[src/rtl/mux32_to_1.sv]
// Registered 32-to-1 word multiplexer: muxout takes din[addr] one clock after sampling.
// Asynchronous active-low reset clears the output register.
module mux32_to_1 #(
    parameter int unsigned WIDTH = 32
) (
    input  logic             clk,
    input  logic             rst_n,
    input  logic [4:0]       addr,
    input  logic [WIDTH-1:0] din0,
    input  logic [WIDTH-1:0] din1,
    input  logic [WIDTH-1:0] din2,
    input  logic [WIDTH-1:0] din3,
    input  logic [WIDTH-1:0] din4,
    input  logic [WIDTH-1:0] din5,
    input  logic [WIDTH-1:0] din6,
    input  logic [WIDTH-1:0] din7,
    input  logic [WIDTH-1:0] din8,
    input  logic [WIDTH-1:0] din9,
    input  logic [WIDTH-1:0] din10,
    input  logic [WIDTH-1:0] din11,
    input  logic [WIDTH-1:0] din12,
    input  logic [WIDTH-1:0] din13,
    input  logic [WIDTH-1:0] din14,
    input  logic [WIDTH-1:0] din15,
    input  logic [WIDTH-1:0] din16,
    input  logic [WIDTH-1:0] din17,
    input  logic [WIDTH-1:0] din18,
    input  logic [WIDTH-1:0] din19,
    input  logic [WIDTH-1:0] din20,
    input  logic [WIDTH-1:0] din21,
    input  logic [WIDTH-1:0] din22,
    input  logic [WIDTH-1:0] din23,
    input  logic [WIDTH-1:0] din24,
    input  logic [WIDTH-1:0] din25,
    input  logic [WIDTH-1:0] din26,
    input  logic [WIDTH-1:0] din27,
    input  logic [WIDTH-1:0] din28,
    input  logic [WIDTH-1:0] din29,
    input  logic [WIDTH-1:0] din30,
    input  logic [WIDTH-1:0] din31,
    output logic [WIDTH-1:0] muxout
);

    // Flat ports gathered into an array so the select is a single index.
    logic [WIDTH-1:0] din_w [32];
    logic [WIDTH-1:0] muxout_d;
    logic [WIDTH-1:0] muxout_q;

    assign din_w[0]  = din0;
    assign din_w[1]  = din1;
    assign din_w[2]  = din2;
    assign din_w[3]  = din3;
    assign din_w[4]  = din4;
    assign din_w[5]  = din5;
    assign din_w[6]  = din6;
    assign din_w[7]  = din7;
    assign din_w[8]  = din8;
    assign din_w[9]  = din9;
    assign din_w[10] = din10;
    assign din_w[11] = din11;
    assign din_w[12] = din12;
    assign din_w[13] = din13;
    assign din_w[14] = din14;
    assign din_w[15] = din15;
    assign din_w[16] = din16;
    assign din_w[17] = din17;
    assign din_w[18] = din18;
    assign din_w[19] = din19;
    assign din_w[20] = din20;
    assign din_w[21] = din21;
    assign din_w[22] = din22;
    assign din_w[23] = din23;
    assign din_w[24] = din24;
    assign din_w[25] = din25;
    assign din_w[26] = din26;
    assign din_w[27] = din27;
    assign din_w[28] = din28;
    assign din_w[29] = din29;
    assign din_w[30] = din30;
    assign din_w[31] = din31;

    always_comb begin
        muxout_d = din_w[addr];
    end

    always_ff @(posedge clk or negedge rst_n) begin
        if (!rst_n) begin
            muxout_q <= '0;
        end else begin
            muxout_q <= muxout_d;
        end
    end

    assign muxout = muxout_q;

endmodule

[config.mk]
export PLATFORM = sky130hd
export DESIGN_NAME = mux32_to_1
export DESIGN_NICKNAME = d
export VERILOG_FILES = /design/src/rtl/mux32_to_1.sv
export SDC_FILE = /design/constraint.sdc
export NUM_CORES = 1
export LEC_CHECK = 0
export CAP_MARGIN = 15
export CORE_AREA = 2 2 409 411
export CTS_BUF_LIST = sky130_fd_sc_hd__clkbuf_4 sky130_fd_sc_hd__clkbuf_8
export CTS_CLUSTER_SIZE = 10
export DETAILED_ROUTE_END_ITERATION = 7
export DIE_AREA = 0 0 411 413
export GPL_TIMING_DRIVEN = 1
export PLACE_DENSITY = 0.3
export SLEW_MARGIN = 20
export SYNTH_ARGS = -nofsm -noshare
export SYNTH_HDL_FRONTEND = slang
export SYNTH_SLANG_ARGS = --single-unit
[constraint.sdc]
create_clock -name clk -period 0.8 [get_ports clk]
set_input_delay 0.16 -clock clk [delete_from_list [all_inputs] [get_ports clk]]
set_output_delay 0.16 -clock clk [all_outputs]
set_load 0.01 [all_outputs]
==> results_dict.tcl <==
set metrics [dict create \
    finalCritPeriodShare 1.980 \
    hold_ws_ns 0.3640 \
    violations "setup timing" \
    layout-drive-gt1-share 0.3432 \
    netlist_instances 1190 \
    yosys.area.top_type_share 0.5290 \
    layout_min_cycle_time_ns 1.584 \
    syn_avg_cell_area_sq_um 8.141 \
    core_sq_um 165900 \
    dieArea_sq_um 169700 \
    fp.dieW_um 411 \
    nNetsFinal 3659 \
    pin_count 1063 \
    fin_cells 4849 \
    start_util 0.05839 \
    grt_pass1_vias 17030 \
    placedCellCount 4748 \
    p_leak_nw 11.74 \
    synth-edff-count 0 \
    grt_max_degree 32 \
    largest_reg_flops 32 \
    crit_path_start_kind "primary input" \
    layout_setup_ws_ns -0.7842 \
    totalWireLength_mm 131.5 \
    final_util 0.1863 \
    ys_types 21 \
    multi_input_area_sq_um 11080 \
    final_max_slew_viol_count 0 \
    syn-cell-area_sq_um 9688 \
    async_flop_share 1.000 \
    antenna_found_initial 39 \
    areaGrowthSynthToFinish_pct 219.1 \
    fmax_ghz 0.6312 \
    drt_iter0_drc 829 \
    hold_path_class "in2async" \
    seqCellArea_sq_um 803.3 \
    status "complete, but fails checks" \
    grt_usage 0.1462 \
    num_rows 150 \
    placed_cell_area_sq_um 25940 \
    synth.area.top_cells "mux2i_1 53%, dfrtp_1 8.3%, a22oi_1 7.4%" \
    synth_nets 2221 \
    root_buffer "clkbuf_8" \
    cts_buffer_depth 2 \
    vias 15970 \
    port_buffers 1062 \
    worst_ep_arrival_time_ns 1.81 \
    drcViolationCount 0 \
    clk_pin_slew_ns 0.11 \
    layout_common_cells "1,020 x clkdlybuf4s50_1, 330 x buf_4, 303 x mux2i_1" \
    cts_buffers 5 \
    grt_pass1_wl_mm 164.0 \
    cp_max_fo 8 \
    gp_congestion 0.8491 \
    final_common_cell "clkdlybuf4s50_1" \
    wl_per_cell_um 27.11 \
    drv_cap 0 \
    grt_setup_unrepaired "yes" \
    synth_seq_cells 32 \
    cts_sinks 32 \
    hold_viol 0 \
    postLayoutCellArea_sq_um 30910 \
    nFillCells 18510 \
    dp_hpwl_mm 112.5 \
    cts_tree "built" \
    firstDrtPassIters 5 \
    crit_required_ns 1.03 \
    cp-end-kind "register" \
    ir_drop_v 0.0004247 \
    worstMarginPinSlew_ns 0.5520 \
    ant_nets 0 \
    dieHeight_um 413 \
    overflow 0 \
    htree_num_levels 2 \
    timing.slew.headroom 0.6215 \
    yosysWarnings 0 \
    setup_viol 64 \
    viasPerCell 3.294 \
    synth_area_leader_cell "mux2i_1" \
    powerDensity_nw_per_um2 713.4 \
    seq_area_frac_synth 0.08266 \
    worst-setup-path-type "in2reg" \
    ys.flop_type "dfrtp_1" \
]
[synthesized netlist by cell type, drive strengths merged (2+ instances only)]
| library cell | number |
|---|---|
| nand3 | 96 |
| nor3 | 32 |
| nand2b | 2 |
| a22oi | 96 |
| a21oi | 96 |
| a31oi | 32 |
| nand2 | 97 |
| a22o | 64 |
| dfrtp | 32 |
| mux2i | 512 |
| buf | 81 |
| clkbuf | 45 |
[logic make-up after synthesis]
| kind of cell | Yosys count | synth area share |
|---|---|---|
| buffers and inverters | 126 | 0.07775 |
| AND/OR/NAND/NOR | 232 | 0.1081 |
| flip-flops | 32 | 0.08266 |
| AO/OA/AOI/OAI | 288 | 0.2025 |
| multiplexers | 512 | 0.5290 |
[metal layers]
layer  GRT usage  vias up  part of all wire
li1            -     7536                 -
met1      0.1887     7686              0.44
met3     0.02676       88             0.053
met4     0.02893       18             0.014
met5           0        -           0.00097
met2      0.2528      646              0.49
[final cells by class]
type,count,area share
Antenna cell,17,0.001376
Multi-Input combinational cell,1032,0.3584
Timing Repair Buffer,1557,0.5224
Sequential cell,32,0.02598
Clock buffer,6,0.002469
Clock inverter,1,0.0001619
Tap cell,2204,0.08921
[per-stage QoR]
| step | TNS, ns | power [mW] | setup WS (ns) |
|---|---|---|---|
| after floorplan | -14.45 | 6.009 | -0.4766 |
| after global placement | -57.29 | 17.29 | -1.806 |
| after detailed placement | -57.33 | 17.24 | -1.823 |
| after CTS | -31.21 | 21.75 | -0.7765 |
| after global routing | -30.91 | 23.28 | -0.7195 |
| final | -28.64 | 22.05 | -0.7842 |
[path summary, 6_finish.rpt]
kind	depth (start not counted)	slack (ns)	to	start
min in group clk	6	0.49	muxout[1]$_DFF_PN0_	addr[2]
hold / removal	3	0.36	muxout[25]$_DFF_PN0_	rst_n
max in group asynchronous	3	0.20	muxout[19]$_DFF_PN0_	rst_n
setup / recovery	8	-0.78	muxout[14]$_DFF_PN0_	addr[0]
[critical path: stages]
cell and delay, ns:
buf_16 0.15, buf_16 0.15, buf_16 0.15, mux2i_1 0.51, buf_4 0.25, a22oi_1 0.10, nand3_1 0.20, nand3_1 0.09
[where the power goes]
part / internal, mW / switching (mW) / total, mW
Sequential: 1.86 / 0.165 / 2.02
Clock: 0.633 / 0.973 / 1.61
Combinational: 10.7 / 7.68 / 18.4
[what timing repair did]
| action | CTS | global route |
|---|---|---|
| endpoints found under the setup margin | 64 | 64 |
| endpoints found under the hold margin | 32 | 0 |
| buffers inserted | 67 | 20 |
| cloned | 18 | 7 |
| hold buffers | 1 | 0 |
| resized for setup | 620 | 242 |
| pin swaps | 51 | 91 |
Power figures use the tool's default switching activity.
==> RTL edit (config.mk and constraints unchanged) <==
Reset style: synchronous (`rst_n`), changed in one clocked block. Comments in the files are not updated.
--- a/src/rtl/mux32_to_1.sv
+++ b/src/rtl/mux32_to_1.sv
@@ -85,3 +85,3 @@
 
-    always_ff @(posedge clk or negedge rst_n) begin
+    always_ff @(posedge clk) begin
         if (!rst_n) begin
Formal check against the unedited RTL: differs if rst_n is asserted again (counterexample within 4 cycles, from zero or initial values and one cycle with rst_n low); with rst_n held inactive, the same outputs for 10 cycles.
==> RTL edit against the unedited design <==
- clock power increased by 18%
- combinational power decreased by 17%
- sequential cell count unchanged
- routed wire length about the same
- via count decreased by 17%
- the flow still finishes with violations (setup timing)
- highest routed layer unchanged
- non-clock buffer count decreased by 221
- fmax decreased by 13%
- synthesized cell count decreased by 45%
- cell area decreased by 15%
- power decreased by 14%
- synthesized area decreased by 8.9%
- worst setup slack got worse by 0.24 ns
==> RTL edit: results (changes against the unedited design) <==
status: "finished with violations"
failing_checks: "setup timing"
total_cell_area_at_the_placement_stage_um2: 23900  # -7.7%
final.setup.worst_slack_ns: -1.02  # -0.237 ns
ys_seq_area_frac: 0.0726  # -0.0100
holdCritPathClass: "primary input to register"
switching_share: 0.379  # -0.0208
groute.layer.met3.usage: 0.0372  # +0.0105
synth_ff_type: "dfxtp_1"
clk_pin_slew_worst_paths_ns: 0.11  # about the same
syn-instance-count: 660  # -45%
gp_congestion: 0.940  # +11%
nNetsFinal: 2936  # -20%
n_fill_cell: 18500  # +0.19%
stdcell_count: 4121  # -15%
relSlewSlack: 0.465  # -0.156
vias_in_the_first_global_route: 14500  # -15%
postSynthNetCount: 1691  # -24%
yosysUniqueCellTypes: 23  # +9.5%
cpPeakStageDelay_ns: 0.66  # +0.15 ns
antenna_violations_before_repair: 88  # +130%
path_delay_family: "compound AO/OA/AOI/OAI gates"
synth_area_leaders: "mux4_2 57%, mux2_2 8.2%, dfxtp_1 7.3%, mux2i_1 7.3%, o221ai_1 3.2%"
route.detailed.vias_per_inst: 3.23  # -2.1%
grtUsageTotal: 0.147  # +0.000801
top_layer_used: "met5"
detailed_place_hpwl_um: 116000  # +2.8%
ir_drop_v: 0.000525  # +24%
routed-wl-met2_um: 65000  # about the same
dp_slack_ns: -2.04  # -0.221 ns
totalNegativeSetupSlack_ns: -33.31  # -4.67 ns
placed_cells: 4034  # -15%
mean_routed_wirelength_per_cell_um: 31.9  # +18%
routedLengthMet1_um: 56400  # -2.1%
final_layout_size_suffix_gt1_frac: 0.384  # +0.0408
synth_async_sr_flop_share: 0  # -1.00
place.port_buffers: 1062  # unchanged
finalSetupViolations: 64  # unchanged
grt_pass1_wl_um: 160000  # -2.2%
met3_length_um: 8830  # +28%
grtUsageMet1: 0.190  # +0.00113
power_leakage_nw: 9.14  # -22%
drt_iter0_markers: 749  # -9.7%
critical-path-slowest-cell: "a22oi_2"
yosysWarningCount: 0  # unchanged
worst-endpoint-arrival_ns: 2.05  # +0.24 ns
synth.cells.most_frequent: "224 x mux4_2, 64 x mux2_2, 64 x mux2i_1"
critPathMaxFanout: 5  # -3
grt.met2_usage: 0.255  # +0.00241
grt_start_max_net_pins: 29  # -9.4%
==> RTL edit: what timing repair did <==
item / in CTS / in global routing
setup buffers: 39 / 32
gates cloned: 8 / 0
endpoints found under the setup margin: 64 / 64
gates resized for setup: 397 / 97
pin swaps: 21 / 27
hold endpoints to repair: 0 / 0
==> RTL edit: final timing paths <==
path / from / depth (start not counted) / to / slack [ns]
hold / removal: rst_n / 4 / muxout[17]$_SDFF_PN0_ / 0.25
setup / recovery: addr[1] / 7 / muxout[23]$_SDFF_PN0_ / -1.02
==> RTL edit: power groups by stage <==
| stage | Sequential [mW] | Combinational, mW | Clock, mW |
|---|---|---|---|
| floorplan | 1.93 | 4.13 | 0 |
| global placement | 1.93 | 13.8 | 0 |
| global route | 1.96 | 15.8 | 2.10 |
| finish | 1.95 | 15.2 | 1.90 |
| detailed placement | 1.93 | 13.7 | 0 |
| CTS | 1.95 | 15.0 | 2.14 |
==> RTL edit: cells by family (layout without fill, tap and decap cells) <==
family / after synthesis / after routing / synth area share
AND/OR/NAND/NOR: 26 / 26 / 0.0125
other: 0 / 11 / 0
flip-flops: 32 / 32 / 0.0726
AO/OA/AOI/OAI: 151 / 151 / 0.127
buffers and inverters: 99 / 1345 / 0.0623
multiplexers: 352 / 352 / 0.726
==> RTL edit: worst min-delay path, stage by stage <==
cell      delay (ns)
buf_2           0.12
buf_4           0.19
o221ai_2        0.07
a31oi_1         0.04
==> RTL edit: cell type report <==
class                      instances  area [µm²]  share of cell area
clock buffer                       6        76.3             0.00291
tap                             2204        2760               0.105
clock inverter                     2        16.3            0.000620
antenna                           11        27.5             0.00105
sequential                        32         689              0.0263
inverter                           1        16.3            0.000620
multi-input combinational        529        8570               0.327
timing repair buffer            1336       14100               0.536
